<file path="config.mk">
export PLATFORM = sky130hd
export DESIGN_NAME = sid_pot_ctrl
export DESIGN_NICKNAME = d
export VERILOG_FILES = /design/src/rtl/sid_pot_ctrl_pkg.sv /design/src/rtl/sid_pot_channel.sv /design/src/rtl/sid_pot_ctrl.sv
export SDC_FILE = /design/constraint.sdc
export NUM_CORES = 1
export LEC_CHECK = 0
export CAP_MARGIN = 20
export CORE_UTILIZATION = 35
export CTS_CLUSTER_SIZE = 10
export DETAILED_ROUTE_END_ITERATION = 10
export DONT_BUFFER_PORTS = 1
export PLACE_DENSITY = 0.46
export SYNTH_ARGS = -nofsm -noshare
export SYNTH_HDL_FRONTEND = slang
export SYNTH_SLANG_ARGS = --single-unit
</file>
<file path="constraint.sdc">
create_clock -name clk -period 4 [get_ports clk]
set_clock_uncertainty 0.2 [all_clocks]
set_input_delay 0.8 -clock clk [delete_from_list [all_inputs] [get_ports clk]]
set_output_delay 0.8 -clock clk [all_outputs]
set_load 0.01 [all_outputs]
</file>
<file path="src/rtl/sid_pot_ctrl_pkg.sv">
// Shared types for the SID paddle (POTX/POTY) measurement block.
package sid_pot_ctrl_pkg;

    typedef logic [7:0] reg8_t;
    typedef logic [8:0] reg9_t;

    typedef struct packed {
        logic [1:0] charged;
    } pot_i_t;

    typedef struct packed {
        logic discharge;
    } pot_o_t;

    typedef struct packed {
        reg8_t [1:0] xy;
    } pot_reg_t;

    typedef enum logic {
        POT_DISCHARGE = 1'b0,
        POT_CHARGE    = 1'b1
    } pot_state_e;

endpackage

</file>
<file path="src/rtl/sid_pot_channel.sv">
// One paddle axis: charge-time counter, sticky detect flag and result latch.
// Optional SID_POT_SYNC_EN adds a 2-flop synchronizer on the comparator input.
module sid_pot_channel
    import sid_pot_ctrl_pkg::*;
(
    input  logic  clk,
    input  logic  rst,
    input  logic  clr,
    input  logic  start,
    input  logic  count_en,
    input  logic  latch_en,
    input  logic  charged,
    output reg8_t result
);

    logic  charged_s;
    reg8_t value;
    logic  done;

`ifdef SID_POT_SYNC_EN
    logic [1:0] sync_ff;

    always_ff @(posedge clk or posedge rst) begin
        if (rst) begin
            sync_ff <= 2'b00;
        end else begin
            sync_ff <= {sync_ff[0], charged};
        end
    end

    assign charged_s = sync_ff[1];
`else
    assign charged_s = charged;
`endif

    // Detection is sticky until the next discharge so late comparator glitches are ignored.
    always_ff @(posedge clk or posedge rst) begin
        if (rst) begin
            value  <= '0;
            done   <= 1'b0;
            result <= '0;
        end else if (clr) begin
            value  <= '0;
            done   <= 1'b0;
            result <= '0;
        end else begin
            if (start) begin
                value <= '0;
                done  <= 1'b0;
            end else if (count_en && !done) begin
                if (charged_s) begin
                    done <= 1'b1;
                end else begin
                    value <= value + 8'd1;
                end
            end
            if (latch_en) begin
                result <= value;
            end
        end
    end

endmodule

</file>
<file path="src/rtl/sid_pot_ctrl.sv">
// SID paddle sequencer: discharge window, then charge-timing window per cycle_en strobe.
// Build option SID_POT_SYNC_EN enables input synchronizers inside each channel.
module sid_pot_ctrl
    import sid_pot_ctrl_pkg::*;
#(
    parameter int DISCHARGE_LEN = 256,
    parameter int COUNT_LEN     = 256
) (
    input  logic     clk,
    input  logic     rst,
    input  logic     cycle_en,
    input  logic     res,
    input  pot_i_t   pot_i,
    output pot_o_t   pot_o,
    output pot_reg_t pot,
    output logic     sample_valid
);

    localparam reg9_t DIS_LAST = reg9_t'(DISCHARGE_LEN - 1);
    localparam reg9_t CNT_LAST = reg9_t'(COUNT_LEN - 1);

    pot_state_e state, state_nxt;
    reg9_t      cnt, cnt_nxt;
    logic       ch_start, ch_count, ch_latch;
    reg8_t      ch_result [2];

    always_ff @(posedge clk or posedge rst) begin
        if (rst) begin
            state        <= POT_DISCHARGE;
            cnt          <= '0;
            sample_valid <= 1'b0;
        end else if (res) begin
            state        <= POT_DISCHARGE;
            cnt          <= '0;
            sample_valid <= 1'b0;
        end else begin
            state        <= state_nxt;
            cnt          <= cnt_nxt;
            sample_valid <= ch_latch;
        end
    end

    always_comb begin
        state_nxt       = state;
        cnt_nxt         = cnt;
        ch_start        = 1'b0;
        ch_count        = 1'b0;
        ch_latch        = 1'b0;
        pot_o.discharge = (state == POT_DISCHARGE);
        if (cycle_en) begin
            case (state)
                POT_DISCHARGE: begin
                    if (cnt == DIS_LAST) begin
                        cnt_nxt   = '0;
                        state_nxt = POT_CHARGE;
                        ch_start  = 1'b1;
                    end else begin
                        cnt_nxt = cnt + 9'd1;
                    end
                end
                POT_CHARGE: begin
                    // The last strobe of the window only publishes; it never counts.
                    if (cnt == CNT_LAST) begin
                        cnt_nxt   = '0;
                        state_nxt = POT_DISCHARGE;
                        ch_latch  = 1'b1;
                    end else begin
                        cnt_nxt  = cnt + 9'd1;
                        ch_count = 1'b1;
                    end
                end
                default: state_nxt = POT_DISCHARGE;
            endcase
        end
    end

    for (genvar i = 0; i < 2; i++) begin : g_ch
        sid_pot_channel u_ch (
            .clk      (clk),
            .rst      (rst),
            .clr      (res),
            .start    (ch_start),
            .count_en (ch_count),
            .latch_en (ch_latch),
            .charged  (pot_i.charged[i]),
            .result   (ch_result[i])
        );
    end

    assign pot = {ch_result[1], ch_result[0]};

endmodule

</file>
==> results of run 1 <==
==> through the flow <==
stage               total power, mW   util  instances
CTS                           0.878  0.403        268
floorplan                     0.513      -        194
global placement              0.517  0.383        260
detailed placement            0.519  0.383        260
finish                        0.865  0.403        268
global route                  0.907  0.403        268
==> flip-flops by register name, indices dropped and copies added, names as in the netlist <==
signal	flops
sample_valid	1
g_ch.u_ch.result	16
g_ch.u_ch.done	2
g_ch.u_ch.value	16
cnt	9
state	1
==> synthesized netlist by cell type (2+ instances only) <==
master / instances / area (um^2)
nand2b_1: 4 / 25.0
o21ai_0: 6 / 30.0
xor2_1: 2 / 17.5
xnor2_1: 3 / 26.3
buf_2: 6 / 30.0
nand3b_1: 2 / 15.0
or3_1: 7 / 43.8
nand3_1: 8 / 40.0
ha_1: 6 / 75.1
nor3_1: 5 / 25.0
o311ai_0: 2 / 17.5
nand4_1: 3 / 18.8
or4_1: 4 / 30.0
dfrtp_1: 45 / 1130
inv_1: 8 / 30.0
nor2_1: 9 / 33.8
mux2i_1: 3 / 30.0
a22o_1: 16 / 140
o211ai_1: 2 / 15.0
a21oi_1: 13 / 65.1
a31oi_1: 5 / 31.3
o31ai_1: 3 / 22.5
nand2_1: 14 / 52.6
==> worst paths after layout <==
path                                        from  slack (ns)  cells past startpoint                      to
setup reg to reg                          cnt[0]        1.30                      8   g_ch[1].u_ch.value[5]
hold / removal                               rst        0.32                      2                  cnt[4]
hold reg to reg            g_ch[0].u_ch.value[7]        0.32                      1  g_ch[0].u_ch.result[7]
min in group clk           g_ch[0].u_ch.value[7]        0.32                      1  g_ch[0].u_ch.result[7]
max in group asynchronous                    rst        2.87                      2                  cnt[2]
setup / recovery                          cnt[0]        1.30                      8   g_ch[1].u_ch.value[5]
==> power by group <==
group | leakage (nW) | internal (mW) | switching [mW]
Combinational | 0.257 | 0.0131 | 0.0256
Clock | 0.0585 | 0.204 | 0.152
Sequential | 0.625 | 0.461 | 0.00878
==> critical path, stage by stage (launching register included) <==
cell	delay (ns)
dfrtp_1	0.41
ha_1	0.26
nand3b_1	0.10
nor3_1	0.09
inv_1	0.07
ha_1	0.27
nand4bb_1	0.44
or4_1	0.64
a21oi_1	0.15
==> placed cells by master, fill, tap and decap left out, types with 2 or more instances in the layout <==
cell      instances
mux2i_1           3
a22o_1           16
dfrtp_1          45
clkbuf_8          6
xnor2_1           3
nor2_1            9
nand2b_1          4
ha_1              6
o211ai_1          2
buf_4             3
nand3b_1          2
nand3_1           8
nor3_1            5
or3_1             7
o31ai_1           3
xor2_1            2
o21ai_0           6
o311ai_0          2
a31oi_1           5
inv_1             7
nand4_1           3
a21oi_1          13
or4_1             4
nand2_1          14
==> logic make-up after synthesis <==
logic type / synth area share
compound gates: 0.176
xor+xnor: 0.0207
fa+ha+maj: 0.0355
buf+inv: 0.0391
flops: 0.533
mux: 0.0142
simple gates: 0.181
==> cell type report <==
| cell class | count | area [um^2] |
|---|---|---|
| Fill cell | 570 | 3390 |
| Sequential cell | 45 | 1130 |
| Multi-Input combinational cell | 132 | 903 |
| Tap cell | 72 | 90.1 |
| Clock buffer | 7 | 86.3 |
| Clock inverter | 1 | 30.0 |
| Inverter | 8 | 30.0 |
| Timing Repair Buffer | 3 | 22.5 |
==> routing by layer <==
metal / GRT usage / vias up
met3: 0.0583 / 6
met4: 0.0636 / 0
met1: 0.213 / 733
met2: 0.208 / 29
li1: - / 727
met5: 0 / -
==> results.cfg, run 1 <==
[clock_tree]
h-tree-depth = 2
path_clk_slew_ns = 0.08
cts_setup_buffers = 0
cts_sinks = 45
clk_path_buf_depth = 2
cts_buffers = 5
tritoncts = built
hold_buffers = 0
cts_resized = 0
clockRootBuffer = clkbuf_8
clk_latency_ns = 0.29

[floorplan]
placeableCoreArea_um2 = 5680
fp-row-count = 27
initial_core_util = 0.372
io_pins = 24
die_h_um = 79.7
die_area_um2 = 6350
fp.dieW_um = 79.7

[detailed_routing]
final_antenna_net_count = 0
topRoutingLayerUsed = met4
drtIter0Drc = 92
post_drt_wl_per_cell_um = 15.7
drt-total-wl_um = 4200
via_count = 1495
wl_met3_um = 241
drc = 0
via_per_inst = 5.58
met1_length_um = 2150
dr.pass1.iters = 4
wl_met2_um = 1750

[setup_path]
worstPathArrival_ns = 2.72
cp-start-kind = flop
path_max_fanout = 12
crit_required_ns = 4.02
worstSetupPathType = flop to flop
cp-end-kind = flop

[layout]
insertedDiodeCount = 0
area_growth_pct = 8.35
final_nets = 207
layout-drive-gt1-share = 0.0765
fin_area_um2 = 2290

[timing]
timing.final.ws_setup_ns = 1.30
finalSetupViolations = 0
max_freq_ghz = 0.371
tightest_slew_ns = 0.575
rsz0062_at_grt = false
fin_crit_sh = 0.674
fin_crit_ns = 2.70
slew-limit-headroom = 0.616
fin_hold_ws_ns = 0.320
slew_violations = 0
finalSetupTns_ns = 0
hold_violations = 0

[min_path]
hp-class = primary input to async pin

[placed_design]
io_buffers = 0
post-place-ws_ns = 1.32
place_area_um2 = 2170
dp_hpwl_um = 2820
gp_congestion = 0.731

[power]
leakagePower_nw = 0.940
ir_worst_vdd_uv = 196
powerDensity_nw_per_um2 = 378

[synthesis]
synth.avg_cell_area_um2 = 10.9
yosys_warnings = 0
synth_cell_types = 41
netlist_area_um2 = 2110
synth_seq_cells = 45
ys.flop_type = dfrtp_1
synth_edf_count = 0
yosysSeqAreaShare = 0.533
synthCells = 194
syn-num-nets = 206
async_reset_ff_frac = 1.00

[status]
status = complete, no violations

[global_route]
grt_pass1_vias = 1480
grt_max_degree = 46
grt_first_pass_wirelength_um = 7360
grt_overflow = 0
grtUsageTotal = 0.152
antenna_found_initial = 0

[job]
cap_violations = 0
No activity file was read; power rests on OpenSTA's default activity.
==> run 2: changes to the inputs <==
Settings changed: PLACE_DENSITY 0.46 to 0.48.
Clock period 4 ns to 2.2 ns, I/O delays scaled along.
==> results.cfg, run 2 (same netlist as run 1, synthesis figures left out) <==
[status]
status = complete, no violations

[floorplan]
die_h_um = 79.7
initial_core_util = 0.372
fp-row-count = 27
die_area_um2 = 6350
fp.dieW_um = 79.7
placeableCoreArea_um2 = 5680
io_pins = 24

[global_route]
global_route.usage.met1 = 0.203
antenna_found_initial = 0
grt_pass1_vias = 1461
use_met3 = 0.0526
busiest_layer = met2
grt_first_pass_wirelength_um = 7330
grt_overflow = 0
grt_use_met2 = 0.223
grtUsageTotal = 0.151
grt_max_degree = 46

[clock_tree]
clk_latency_ns = 0.30
clk_path_buf_depth = 2
clockRootBuffer = clkbuf_8
tritoncts = built
cts_sinks = 45
path_clk_slew_ns = 0.09
cts_buffers = 5
h-tree-depth = 2

[detailed_routing]
dr.pass1.iters = 4
final_antenna_net_count = 0
drt-total-wl_um = 4400
via_per_inst = 5.44
post_drt_wl_per_cell_um = 15.4
drtIter0Drc = 119
drc = 0
via_count = 1550

[timing]
slew-limit-headroom = 0.626
rsz0062_at_grt = true
fin_crit_ns = 2.12
finalSetupViolations = 0
slew_violations = 0
max_freq_ghz = 0.473
fin_crit_sh = 0.962
tightest_slew_ns = 0.561
hold_violations = 0

[min_path]
hp-class = primary input to flop

[placed_design]
place_area_um2 = 2280
io_buffers = 0
dp_cells = 273
gp_congestion = 0.821
dp_hpwl_um = 2990

[setup_path]
worstSetupPathType = flop to flop
cp-end-kind = flop
path_max_fanout = 6
cp-start-kind = flop
crit_required_ns = 2.23
worstPathArrival_ns = 2.14

[layout]
nFillCells = 550
instances_no_fill = 285
fin_area_um2 = 2490
insertedDiodeCount = 0
area_growth_pct = 17.9
layout-drive-gt1-share = 0.192
final_nets = 224
top_regs = g_ch.u_ch.result x16, g_ch.u_ch.value x16, cnt x9
layout.cells.most_common = dfrtp_1
layout_common_cells = dfrtp_1 (45), a22o_1 (16), buf_4 (16), nand2_1 (14), nor2_1 (9)

[power]
leakagePower_nw = 1.02
powerDensity_nw_per_um2 = 636
ir_worst_vdd_uv = 298

[job]
cap_violations = 0
==> run 2: path summary, 6_finish.rpt <==
path	from	to	slack, ns	cells past startpoint
min in group asynchronous	rst	cnt[2]	0.52	3
hold / removal	cycle_en	state	0.03	1
hold reg to reg	g_ch[1].u_ch.done	g_ch[1].u_ch.done	0.32	2
setup reg to reg	cnt[1]	g_ch[0].u_ch.value[5]	0.08	8
max in group asynchronous	rst	g_ch[1].u_ch.result[3]	0.90	3
setup / recovery	cnt[1]	g_ch[0].u_ch.value[5]	0.08	8
==> run 2: what timing repair did <==
action                     in CTS  in global routing
resized for setup               1                 11
pin swaps                       0                  3
setup endpoints to repair       1                 11
hold buffers                    2                  0
buffers inserted                0                  2
hold endpoints to repair       54                  0
==> run 2: cell type report <==
cell class	count	area [um^2]	share of cell area
flip-flops and latches	45	1130	0.452
repair buffers	20	163	0.0653
multi-input cells	132	966	0.388
inverters	8	30.0	0.0121
clock inverters	3	46.3	0.0186
well taps	72	90.1	0.0362
clock buffers	5	68.8	0.0276
==> run 2: critical path, cell delays in order (launching register included) <==
cell and delay, ns:
dfrtp_1 0.41, ha_1 0.20, nand3b_1 0.10, nor3_2 0.05
inv_1 0.10, ha_4 0.17, nand4bb_4 0.16, or4_1 0.51
a21oi_2 0.15
==> run 2: metrics by stage <==
stage / utilization / TNS [ns] / power [mW] / hold WS (ns) / worst slack, ns
CTS: 0.425 / 0 / 1.60 / 0.0154 / 0.0187
global placement: 0.401 / 0 / 0.953 / 0.272 / 0.0681
floorplan: - / 0 / 0.933 / 0.256 / 0.00210
finish: 0.439 / 0 / 1.58 / 0.0255 / 0.0839
global route: 0.439 / -0.0458 / 1.65 / 0.0265 / -0.0233
detailed placement: 0.401 / 0 / 0.957 / 0.290 / 0.00835
==> run 2: metal layers <==
layer  vias to the layer above  part of all wire
met3                         6             0.061
met4                         0             0.013
li1                        753                 -
met5                         -                 0
met1                       755              0.47
met2                        36              0.46
==> run 2: where the power goes <==
| group | total (mW) | internal, mW | switching [mW] |
|---|---|---|---|
| Clock | 0.632 | 0.340 | 0.292 |
| Sequential | 0.852 | 0.839 | 0.0129 |
| Combinational | 0.100 | 0.0437 | 0.0563 |
==> run 3: changes to the inputs <==
Settings changed: CORE_UTILIZATION 35 to 56, PLACE_DENSITY 0.48 to 0.71.
==> results.cfg, run 3 (same netlist as run 1, synthesis figures left out) <==
[layout]
nFillCells = 267
fin_util = 0.715
top_regs = g_ch.u_ch.result x16, g_ch.u_ch.value x16, cnt x9
multi_input_area_um2 = 980
layout-drive-gt1-share = 0.195
insertedDiodeCount = 0
seq_area_um2 = 1130
area_growth_pct = 17.5
layout.cells.most_common = dfrtp_1
layout_common_cells = dfrtp_1 (45), buf_4 (17), a22o_1 (16), nand2_1 (14), a21oi_1 (10)
instances_no_fill = 261
final_nets = 227

[global_route]
grt_pass1_vias = 1597
grt_overflow = 0
grt_max_degree = 33
antenna_found_initial = 0
grt_first_pass_wirelength_um = 7320
grtUsageTotal = 0.234

[clock_tree]
clockRootBuffer = clkbuf_8
cts_buffers = 5
h-tree-depth = 2
clk_path_buf_depth = 2
cts_sinks = 45
tritoncts = built
clk_latency_ns = 0.29
path_clk_slew_ns = 0.08

[timing]
rsz0062_at_grt = true
hold_violations = 0
max_freq_ghz = 0.472
fin_crit_ns = 2.12
slew_violations = 0
slew-limit-headroom = 0.539
finalSetupTns_ns = 0
fin_crit_sh = 0.963
tightest_slew_ns = 0.692
fin_hold_ws_ns = 0.0179
finalSetupViolations = 0

[placed_design]
dp_cells = 245
dp_hpwl_um = 2990
io_buffers = 0
gp_congestion = 0.862

[setup_path]
path_max_fanout = 6
worstPathArrival_ns = 2.14
cp-end-kind = flop
worstSetupPathType = flop to flop
cp-start-kind = flop
crit_required_ns = 2.22

[detailed_routing]
drc = 0
via_per_inst = 6.34
drt-total-wl_um = 4530
dr.pass1.iters = 5
via_count = 1654
final_antenna_net_count = 0
drtIter0Drc = 138
post_drt_wl_per_cell_um = 17.4

[floorplan]
placeableCoreArea_um2 = 3470
initial_core_util = 0.609
die_h_um = 63.4
fp-row-count = 21
io_pins = 24
die_area_um2 = 4020
fp.dieW_um = 63.4

[job]
cap_violations = 0

[power]
power.total_mw = 1.56
powerDensity_nw_per_um2 = 627
ir_worst_vdd_uv = 370
leakagePower_nw = 1.04

[min_path]
hp-class = primary input to flop

[status]
status = complete, no violations
## run 3: worst paths after layout
| kind | from | endpoint | slack [ns] | cells past startpoint |
|---|---|---|---|---|
| max in group asynchronous | rst | cnt[5] | 0.77 | 3 |
| hold / removal | res | cnt[0] | 0.02 | 1 |
| hold reg to reg | g_ch[1].u_ch.value[7] | g_ch[1].u_ch.result[7] | 0.32 | 1 |
| min in group asynchronous | rst | g_ch[0].u_ch.value[5] | 0.45 | 2 |
| setup reg to reg | cnt[0] | g_ch[1].u_ch.value[7] | 0.08 | 9 |
| setup / recovery | cnt[0] | g_ch[1].u_ch.value[7] | 0.08 | 9 |
## run 3: layer usage
| metal | share of wire | routed length [um] | GRT usage |
|---|---|---|---|
| met1 | 0.42 | 1920 | 0.292 |
| met2 | 0.49 | 2220 | 0.386 |
| met3 | 0.070 | 318 | 0.0707 |
| met4 | 0.016 | 74 | 0.0767 |
| met5 | 0 | 0 | 0 |
## run 3: stage by stage
| stage | setup slack [ns] | instance area [um^2] |
|---|---|---|
| 2_1_floorplan | 0.00210 | 2120 |
| 3_3_place_gp | -0.104 | 2240 |
| 3_5_place_dp | -0.223 | 2240 |
| 4_1_cts | 0.0120 | 2390 |
| 5_1_grt | -0.0352 | 2480 |
| 6_report | 0.0816 | 2480 |
## run 3: what timing repair did
action | CTS | global route
pin swaps | 1 | 4
hold buffers | 2 | 0
gates cloned | 0 | 2
gates resized for setup | 4 | 6
buffers inserted | 0 | 5
endpoints found under the setup margin | 27 | 10
endpoints found under the hold margin | 19 | 0
## run 3: power by group
group | total (mW) | internal [mW] | switching [mW]
sequential | 0.851 | 0.839 | 0.0122
clock | 0.594 | 0.330 | 0.264
combinational | 0.112 | 0.0506 | 0.0613
total | 1.56 | 1.22 | 0.337
## run 3: area by class of cell
type / count / area share
Timing Repair Buffer: 22 / 0.0741
Inverter: 8 / 0.0121
Clock inverter: 2 / 0.0141
Clock buffer: 5 / 0.0277
Tap cell: 46 / 0.0232
Sequential cell: 45 / 0.454
Multi-Input combinational cell: 133 / 0.395
## run 3: critical path: stages, from the launching register on
cell and delay [ns]:
dfrtp_1 0.38, ha_1 0.21, nand3b_1 0.10, nor3_2 0.06
inv_1 0.09, ha_4 0.20, nand4bb_4 0.13, buf_6 0.15
nor4_2 0.30, mux2i_1 0.21
